`src/rtl/aquila_pkg.sv`:
```
// rtl/aquila_pkg.sv - shared types for the Aquila data-side memory-map router
package aquila_pkg;

    // Decoded destination of a core data access
    typedef enum logic [1:0] {
        RGN_DCACHE,
        RGN_DEV,
        RGN_CLINT,
        RGN_NONE
    } region_e;

    // Top address nibble of each region
    localparam logic [3:0] NIB_DCACHE_LO = 4'h8;
    localparam logic [3:0] NIB_DCACHE_HI = 4'hB;
    localparam logic [3:0] NIB_DEV       = 4'hC;
    localparam logic [3:0] NIB_CLINT     = 4'hF;

    // Router request FSM
    typedef enum logic [1:0] {
        ST_IDLE,
        ST_ISSUE,
        ST_WAIT,
        ST_RESP
    } state_e;

endpackage

```
`src/rtl/aquila_addr_decode.sv`:
```
// rtl/aquila_addr_decode.sv - combinational address to region/device-index decoder
module aquila_addr_decode
    import aquila_pkg::*;
#(
    parameter int NUM_DEV = 4
) (
    input  logic [7:0] addr_hi_i,
    output region_e    region_o,
    output logic [3:0] dev_idx_o
);

    // Top nibble selects the region; the next nibble selects the device window
    always_comb begin
        region_o  = RGN_NONE;
        dev_idx_o = addr_hi_i[3:0];
        if (addr_hi_i[7:4] >= NIB_DCACHE_LO && addr_hi_i[7:4] <= NIB_DCACHE_HI) begin
            region_o = RGN_DCACHE;
        end else if (addr_hi_i[7:4] == NIB_DEV) begin
            if (32'(addr_hi_i[3:0]) < NUM_DEV) begin
                region_o = RGN_DEV;
            end
        end else if (addr_hi_i[7:4] == NIB_CLINT) begin
            region_o = RGN_CLINT;
        end
    end

endmodule

```
`src/rtl/aquila_dmem_router.sv`:
```
// rtl/aquila_dmem_router.sv - registered data-side router to D-cache, CLINT and devices
module aquila_dmem_router
    import aquila_pkg::*;
#(
    parameter int ADDR_WIDTH     = 32,
    parameter int DATA_WIDTH     = 32,
    parameter int NUM_DEV        = 4,
    parameter int TIMEOUT_CYCLES = 1024
) (
    input  logic                          clk,
    input  logic                          rst,
    input  logic                          p_strobe,
    input  logic [ADDR_WIDTH-1:0]         p_addr,
    input  logic                          p_rw,
    input  logic [DATA_WIDTH/8-1:0]       p_byte_enable,
    input  logic [DATA_WIDTH-1:0]         p_wdata,
    output logic [DATA_WIDTH-1:0]         p_rdata,
    output logic                          p_ready,
    output logic                          p_err,
    output logic                          dc_strobe,
    output logic                          dc_rw,
    input  logic                          dc_ready,
    input  logic [DATA_WIDTH-1:0]         dc_rdata,
    output logic [NUM_DEV-1:0]            dev_strobe,
    output logic                          dev_rw,
    input  logic [NUM_DEV-1:0]            dev_ready,
    input  logic [NUM_DEV*DATA_WIDTH-1:0] dev_rdata,
    output logic                          clint_en,
    output logic                          clint_we,
    input  logic [DATA_WIDTH-1:0]         clint_rdata,
    output logic [ADDR_WIDTH-1:0]         t_addr,
    output logic [DATA_WIDTH/8-1:0]       t_be,
    output logic [DATA_WIDTH-1:0]         t_wdata
);

    localparam int CW = $clog2(TIMEOUT_CYCLES) + 1;

    state_e                  state_q, state_d;
    region_e                 rgn_q, rgn_dec;
    logic [3:0]              dev_idx_q, dev_idx_dec;
    logic [ADDR_WIDTH-1:0]   addr_q;
    logic                    rw_q;
    logic [DATA_WIDTH/8-1:0] be_q;
    logic [DATA_WIDTH-1:0]   wdata_q;
    logic [CW-1:0]           cnt_q, cnt_d;
    logic [DATA_WIDTH-1:0]   rdata_q, rdata_d;
    logic                    err_q, err_d;
    logic                    latch_en;
    logic                    sel_ready;
    logic [DATA_WIDTH-1:0]   sel_rdata;
    logic                    issue;

    aquila_addr_decode #(
        .NUM_DEV (NUM_DEV)
    ) u_decode (
        .addr_hi_i (p_addr[ADDR_WIDTH-1 -: 8]),
        .region_o  (rgn_dec),
        .dev_idx_o (dev_idx_dec)
    );

    assign latch_en = (state_q == ST_IDLE) && p_strobe;
    assign issue    = (state_q == ST_ISSUE);

    // Ready/data of the latched target only; everything else is ignored
    always_comb begin
        sel_ready = 1'b0;
        sel_rdata = '0;
        case (rgn_q)
            RGN_DCACHE: begin
                sel_ready = dc_ready;
                sel_rdata = dc_rdata;
            end
            RGN_DEV: begin
                for (int k = 0; k < NUM_DEV; k++) begin
                    if (32'(dev_idx_q) == k) begin
                        sel_ready = dev_ready[k];
                        sel_rdata = dev_rdata[k*DATA_WIDTH +: DATA_WIDTH];
                    end
                end
            end
            default: begin
                sel_ready = 1'b0;
                sel_rdata = '0;
            end
        endcase
    end

    // Next state, response capture and timeout counting
    always_comb begin
        state_d = state_q;
        cnt_d   = cnt_q;
        rdata_d = rdata_q;
        err_d   = err_q;
        case (state_q)
            ST_IDLE: begin
                if (p_strobe) begin
                    if (rgn_dec == RGN_NONE) begin
                        state_d = ST_RESP;
                        rdata_d = '0;
                        err_d   = 1'b1;
                    end else begin
                        state_d = ST_ISSUE;
                        cnt_d   = '0;
                    end
                end
            end
            ST_ISSUE: begin
                if (rgn_q == RGN_CLINT) begin
                    state_d = ST_RESP;
                    rdata_d = rw_q ? '0 : clint_rdata;
                    err_d   = 1'b0;
                end else if (sel_ready) begin
                    state_d = ST_RESP;
                    rdata_d = rw_q ? '0 : sel_rdata;
                    err_d   = 1'b0;
                end else begin
                    state_d = ST_WAIT;
                end
            end
            ST_WAIT: begin
                if (sel_ready) begin
                    state_d = ST_RESP;
                    rdata_d = rw_q ? '0 : sel_rdata;
                    err_d   = 1'b0;
                end else if (cnt_q == CW'(TIMEOUT_CYCLES - 1)) begin
                    state_d = ST_RESP;
                    rdata_d = '0;
                    err_d   = 1'b1;
                end else begin
                    cnt_d = cnt_q + 1'b1;
                end
            end
            ST_RESP: begin
                state_d = ST_IDLE;
            end
            default: begin
                state_d = ST_IDLE;
            end
        endcase
    end

    // FSM, counter and response registers
    always_ff @(posedge clk or posedge rst) begin
        if (rst) begin
            state_q <= ST_IDLE;
            cnt_q   <= '0;
            rdata_q <= '0;
            err_q   <= 1'b0;
        end else begin
            state_q <= state_d;
            cnt_q   <= cnt_d;
            rdata_q <= rdata_d;
            err_q   <= err_d;
        end
    end

    // Request latches, loaded only when a request is accepted in IDLE
    always_ff @(posedge clk or posedge rst) begin
        if (rst) begin
            rgn_q     <= RGN_DCACHE;
            dev_idx_q <= '0;
            addr_q    <= '0;
            rw_q      <= 1'b0;
            be_q      <= '0;
            wdata_q   <= '0;
        end else if (latch_en) begin
            rgn_q     <= rgn_dec;
            dev_idx_q <= dev_idx_dec;
            addr_q    <= p_addr;
            rw_q      <= p_rw;
            be_q      <= p_byte_enable;
            wdata_q   <= p_wdata;
        end
    end

    // One-cycle target strobes in ISSUE, write flags qualified by the strobe
    always_comb begin
        dev_strobe = '0;
        for (int k = 0; k < NUM_DEV; k++) begin
            dev_strobe[k] = issue && (rgn_q == RGN_DEV) && (32'(dev_idx_q) == k);
        end
    end

    assign dc_strobe = issue && (rgn_q == RGN_DCACHE);
    assign clint_en  = issue && (rgn_q == RGN_CLINT);
    assign dc_rw     = dc_strobe && rw_q;
    assign dev_rw    = (|dev_strobe) && rw_q;
    assign clint_we  = clint_en && rw_q;

    assign t_addr  = addr_q;
    assign t_be    = be_q;
    assign t_wdata = wdata_q;

    assign p_ready = (state_q == ST_RESP);
    assign p_err   = p_ready && err_q;
    assign p_rdata = rdata_q;

endmodule

```
`config.mk`:
```
export PLATFORM = sky130hd
export DESIGN_NAME = aquila_dmem_router
export DESIGN_NICKNAME = d
export VERILOG_FILES = /design/src/rtl/aquila_pkg.sv /design/src/rtl/aquila_addr_decode.sv /design/src/rtl/aquila_dmem_router.sv
export SDC_FILE = /design/constraint.sdc
export NUM_CORES = 1
export LEC_CHECK = 0
export BUFFER_PORTS_ARGS = -buffer_cell sky130_fd_sc_hd__buf_2
export CAP_MARGIN = 10
export CORE_AREA = 4 4 145 147
export CTS_CLUSTER_DIAMETER = 100
export DETAILED_ROUTE_END_ITERATION = 10
export DIE_AREA = 0 0 149 151
export PLACE_DENSITY = 0.77
export SYNTH_ARGS = -nofsm -noshare
export SYNTH_HDL_FRONTEND = slang
export SYNTH_SLANG_ARGS = --single-unit
```
`constraint.sdc`:
```
create_clock -name clk -period 3.75 [get_ports clk]
set_clock_uncertainty 0.1 [all_clocks]
set_input_delay 0.5625 -clock clk [delete_from_list [all_inputs] [get_ports clk]]
set_output_delay 0.5625 -clock clk [all_outputs]
set_load 0.005 [all_outputs]
```
==> results.cfg <==
[route]
postRouteWirelength_um = 25600
route.antenna.remaining_nets = 0
drt_first_iter_violations = 332
number_of_detailed_routing_iterations_run_before_antenna_repair = 5
post_drt_wl_per_cell_um = 20.4
drt_drc_violations_left = 0
routed-via-count = 6540
detail_route.vias_per_cell = 5.22

[synthesis]
avgSynthCellArea_um2 = 10.8
total_of_warnings_raised_by_yosys = 0
synth.distinct_cells = 55
synthesis.nets = 881
synth_flop_cell = sky130_fd_sc_hd__dfrtp_1
ys_ff_latch = 117
post-synth-top-area-fraction = 0.448
cell_taking_the_most_area_after_synthesis = sky130_fd_sc_hd__dfrtp_1
mappedNetlistArea_um2 = 6530
synth-edff-count = 0
ys_async_sr_fraction = 1.00
post_synth_main_area_contributors = sky130_fd_sc_hd__dfrtp_1 (45%), sky130_fd_sc_hd__mux2_2 (16%), sky130_fd_sc_hd__o21ai_0 (4.4%), sky130_fd_sc_hd__a22o_1 (3.5%), sky130_fd_sc_hd__o22ai_1 (3.0%)
synthesis.instances = 606
yosysSeqAreaShare = 0.448

[final_layout]
register_area_um2 = 2930
layout.filler_cells = 1890
num-nets-final = 1245
drive_above_1_share = 0.551
areaGrowthSynthToFinish_pct = 42.3
finalNonFillerCells = 1254
multi_input_logic_area_um2 = 3400

[die]
rows = 52
floorplan.die.width_um = 149
fp.coreArea_um2 = 19900
die_height_um = 151
io_pins = 380
fp.dieArea_um2 = 22500
start_util = 0.328

[clocking]
cts_tree = done
clock_tree.buffer_depth = 2
clock_insertion_delay_worst_skew_ns = 0.41
cts_sinks = 117
cts-buffers-inserted = 17
cts.htree.levels = 4
post_cts_resized = 0
cts.root.buffer_cell = sky130_fd_sc_hd__clkbuf_16
clk_slew_on_worst_s_h_paths_ns = 0.06
post-cts-setup-buffers = 0

[worst_setup_path]
timing.critical_path.required_ns = 3.09
crit_type = reg -> out
end_kind = primary output
worstPathMaxFanout = 25
timing.critical_path.cells = buf_4 > nand4bb_2 > buf_4 > nor2_1 > buf_2
slowest_delay_ns = 0.72
crit_path_top_cell_by_count = sky130_fd_sc_hd__buf_4
critical_path.startpoint_type = flop
critPathSlowestCell = sky130_fd_sc_hd__dfrtp_2
cp.arrival_ns = 2.54

[sta]
max_freq_mhz = 312
final_slew_viol_count = 0
hold_viol = 0
relSlewSlack = 0.371
finalCritPeriodShare = 0.854
rsz0062_at_grt = false
period_minus_slack_ns = 3.20
worstMarginPinSlew_ns = 0.944
final.setup.tns_ns = 0
final_worst_path_setup_slack_ns = 0.547
final-setup-viol-count = 0

[worst_hold_path]
hold_class = in -> reg

[power]
fin_total_pwr_mw = 6.68
static-leakage-power_nw = 4.45
cellPowerDensity_nw_per_um2 = 719
max-vdd-ir-drop_uv = 360

[global_route]
maximum_number_of_pins_on_one_net_before_global_route_repair = 71
vias_in_the_first_global_route = 6690
grt_pass1_wl_um = 38000
globalRouteTotalUtil = 0.219
grt.overflow.total = 0
antenna_violations_before_repair = 3

[status]
status = complete, no violations

[run]
cap_viol_max_count = 0

[placed_design]
dp.final_hpwl_um = 19600
gpl.final_weighted_congestion = 0.982
pre_cts_ws_ns = 0.783
numPlacedInstances = 1220
port_buffers = 379
Yosys cell counts (all sizes together), types with 2 or more instances:
master,n
dfrtp,117
mux2,93
o21ai,58
nand2,47
clkbuf,36
o22ai,31
a22o,26
o2bb2ai,18
a22oi,17
mux2i,13
nand2b,13
nor2,13
a211oi,12
a21oi,12
buf,11
nor2b,10
inv,9
a2bb2oi,7
ha,6
nor3,6
and2,5
o31ai,5
and3,3
nand3,3
nand4,3
or4,3
or4b,3
nand3b,2
o21a,2
o32ai,2
o41a,2
or2,2
layer usage:
metal / vias up / track usage / part of all wire
li1: 3032 / - / -
met1: 3085 / 0.264 / 0.39
met2: 369 / 0.356 / 0.46
met3: 52 / 0.0724 / 0.10
met4: 2 / 0.103 / 0.040
met5: - / 0 / 0.00051
worst paths after layout:
check                             start             to  slack [ns]  cells past startpoint
max in group asynchronous           rst    p_rdata[19]        2.10                      4
max                        dev_idx_q[1]  dev_strobe[3]        0.55                      5
min reg2reg                 p_rdata[22]    p_rdata[22]        0.38                      1
max reg2reg                dev_idx_q[1]       cnt_q[7]        0.88                      5
min in group asynchronous           rst    t_wdata[25]        0.54                      3
min                          p_addr[31]     t_addr[31]        0.27                      3
critical path: cells and delay by family, from the launching register on:
family	cells	cell delay, ns
simple gates	2	0.54
flops	1	0.72
buf+inv	3	0.86
flip-flops by register name, indices dropped and copies added (netlist names):
signal,flops
p_rdata,32
t_wdata,32
t_addr,29
cnt_q,11
t_be,4
dev_idx_q,3
rgn_q,2
state_q,2
err_q,1
rw_q,1
cells in the final DEF (no fill, tap or decap), drive strengths merged, types with 2 or more instances in the layout:
cell | netlist | layout
nand4 | 3 | 3
nor3 | 6 | 6
a21oi | 12 | 12
nand3 | 3 | 3
nor2 | 13 | 13
a22o | 26 | 26
a2bb2oi | 7 | 7
dfrtp | 117 | 117
ha | 6 | 6
o2bb2ai | 18 | 18
o32ai | 2 | 2
or2 | 2 | 2
o22ai | 31 | 31
a22oi | 17 | 17
o31ai | 5 | 5
and2 | 5 | 5
clkbuf | 36 | 17
mux2 | 93 | 93
nand3b | 2 | 2
mux2i | 13 | 13
buf | 11 | 391
o21a | 2 | 2
o41a | 2 | 2
nand2b | 13 | 13
or4 | 3 | 3
o21ai | 58 | 58
a211oi | 12 | 12
nor2b | 10 | 10
or4b | 3 | 3
and3 | 3 | 3
nand2 | 47 | 47
inv | 9 | 18
clkinvlp | 0 | 4
cell families after synthesis:
group	Yosys count	synth area share
AO/OA/AOI/OAI	202	0.224
adder cells (fa/ha/maj)	6	0.0115
buffers and inverters	56	0.0358
flip-flops	117	0.448
multiplexers	107	0.184
AND/OR/NAND/NOR	118	0.0969
timing repair:
item | CTS | global route
hold buffers | 1 | 0
endpoints found under the setup margin | 0 | 0
endpoints found under the hold margin | 10 | 0
final cells by class:
type	instances	share of cell area
Antenna cell	1	0.000269
Inverter	9	0.00404
Sequential cell	117	0.315
Tap cell	270	0.0363
Timing Repair Buffer	392	0.216
Clock inverter	15	0.0168
Clock buffer	17	0.0458
Multi-Input combinational cell	433	0.365
where the power goes:
group | switching (mW) | total, mW | internal, mW
sequential | 0.417 | 2.14 | 1.73
combinational | 1.54 | 2.91 | 1.37
clock | 0.681 | 1.62 | 0.941
stage by stage:
| stage | hold slack, ns | area, µm² | utilization |
|---|---|---|---|
| floorplan | 0.370 | 6540 | - |
| detailed placement | 0.369 | 8700 | 0.437 |
| global route | 0.252 | 9300 | 0.467 |
| CTS | 0.253 | 9290 | 0.467 |
| finish | 0.275 | 9300 | 0.467 |
| global placement | 0.361 | 8700 | 0.437 |
Note: power is estimated with default switching activity, not from simulation.
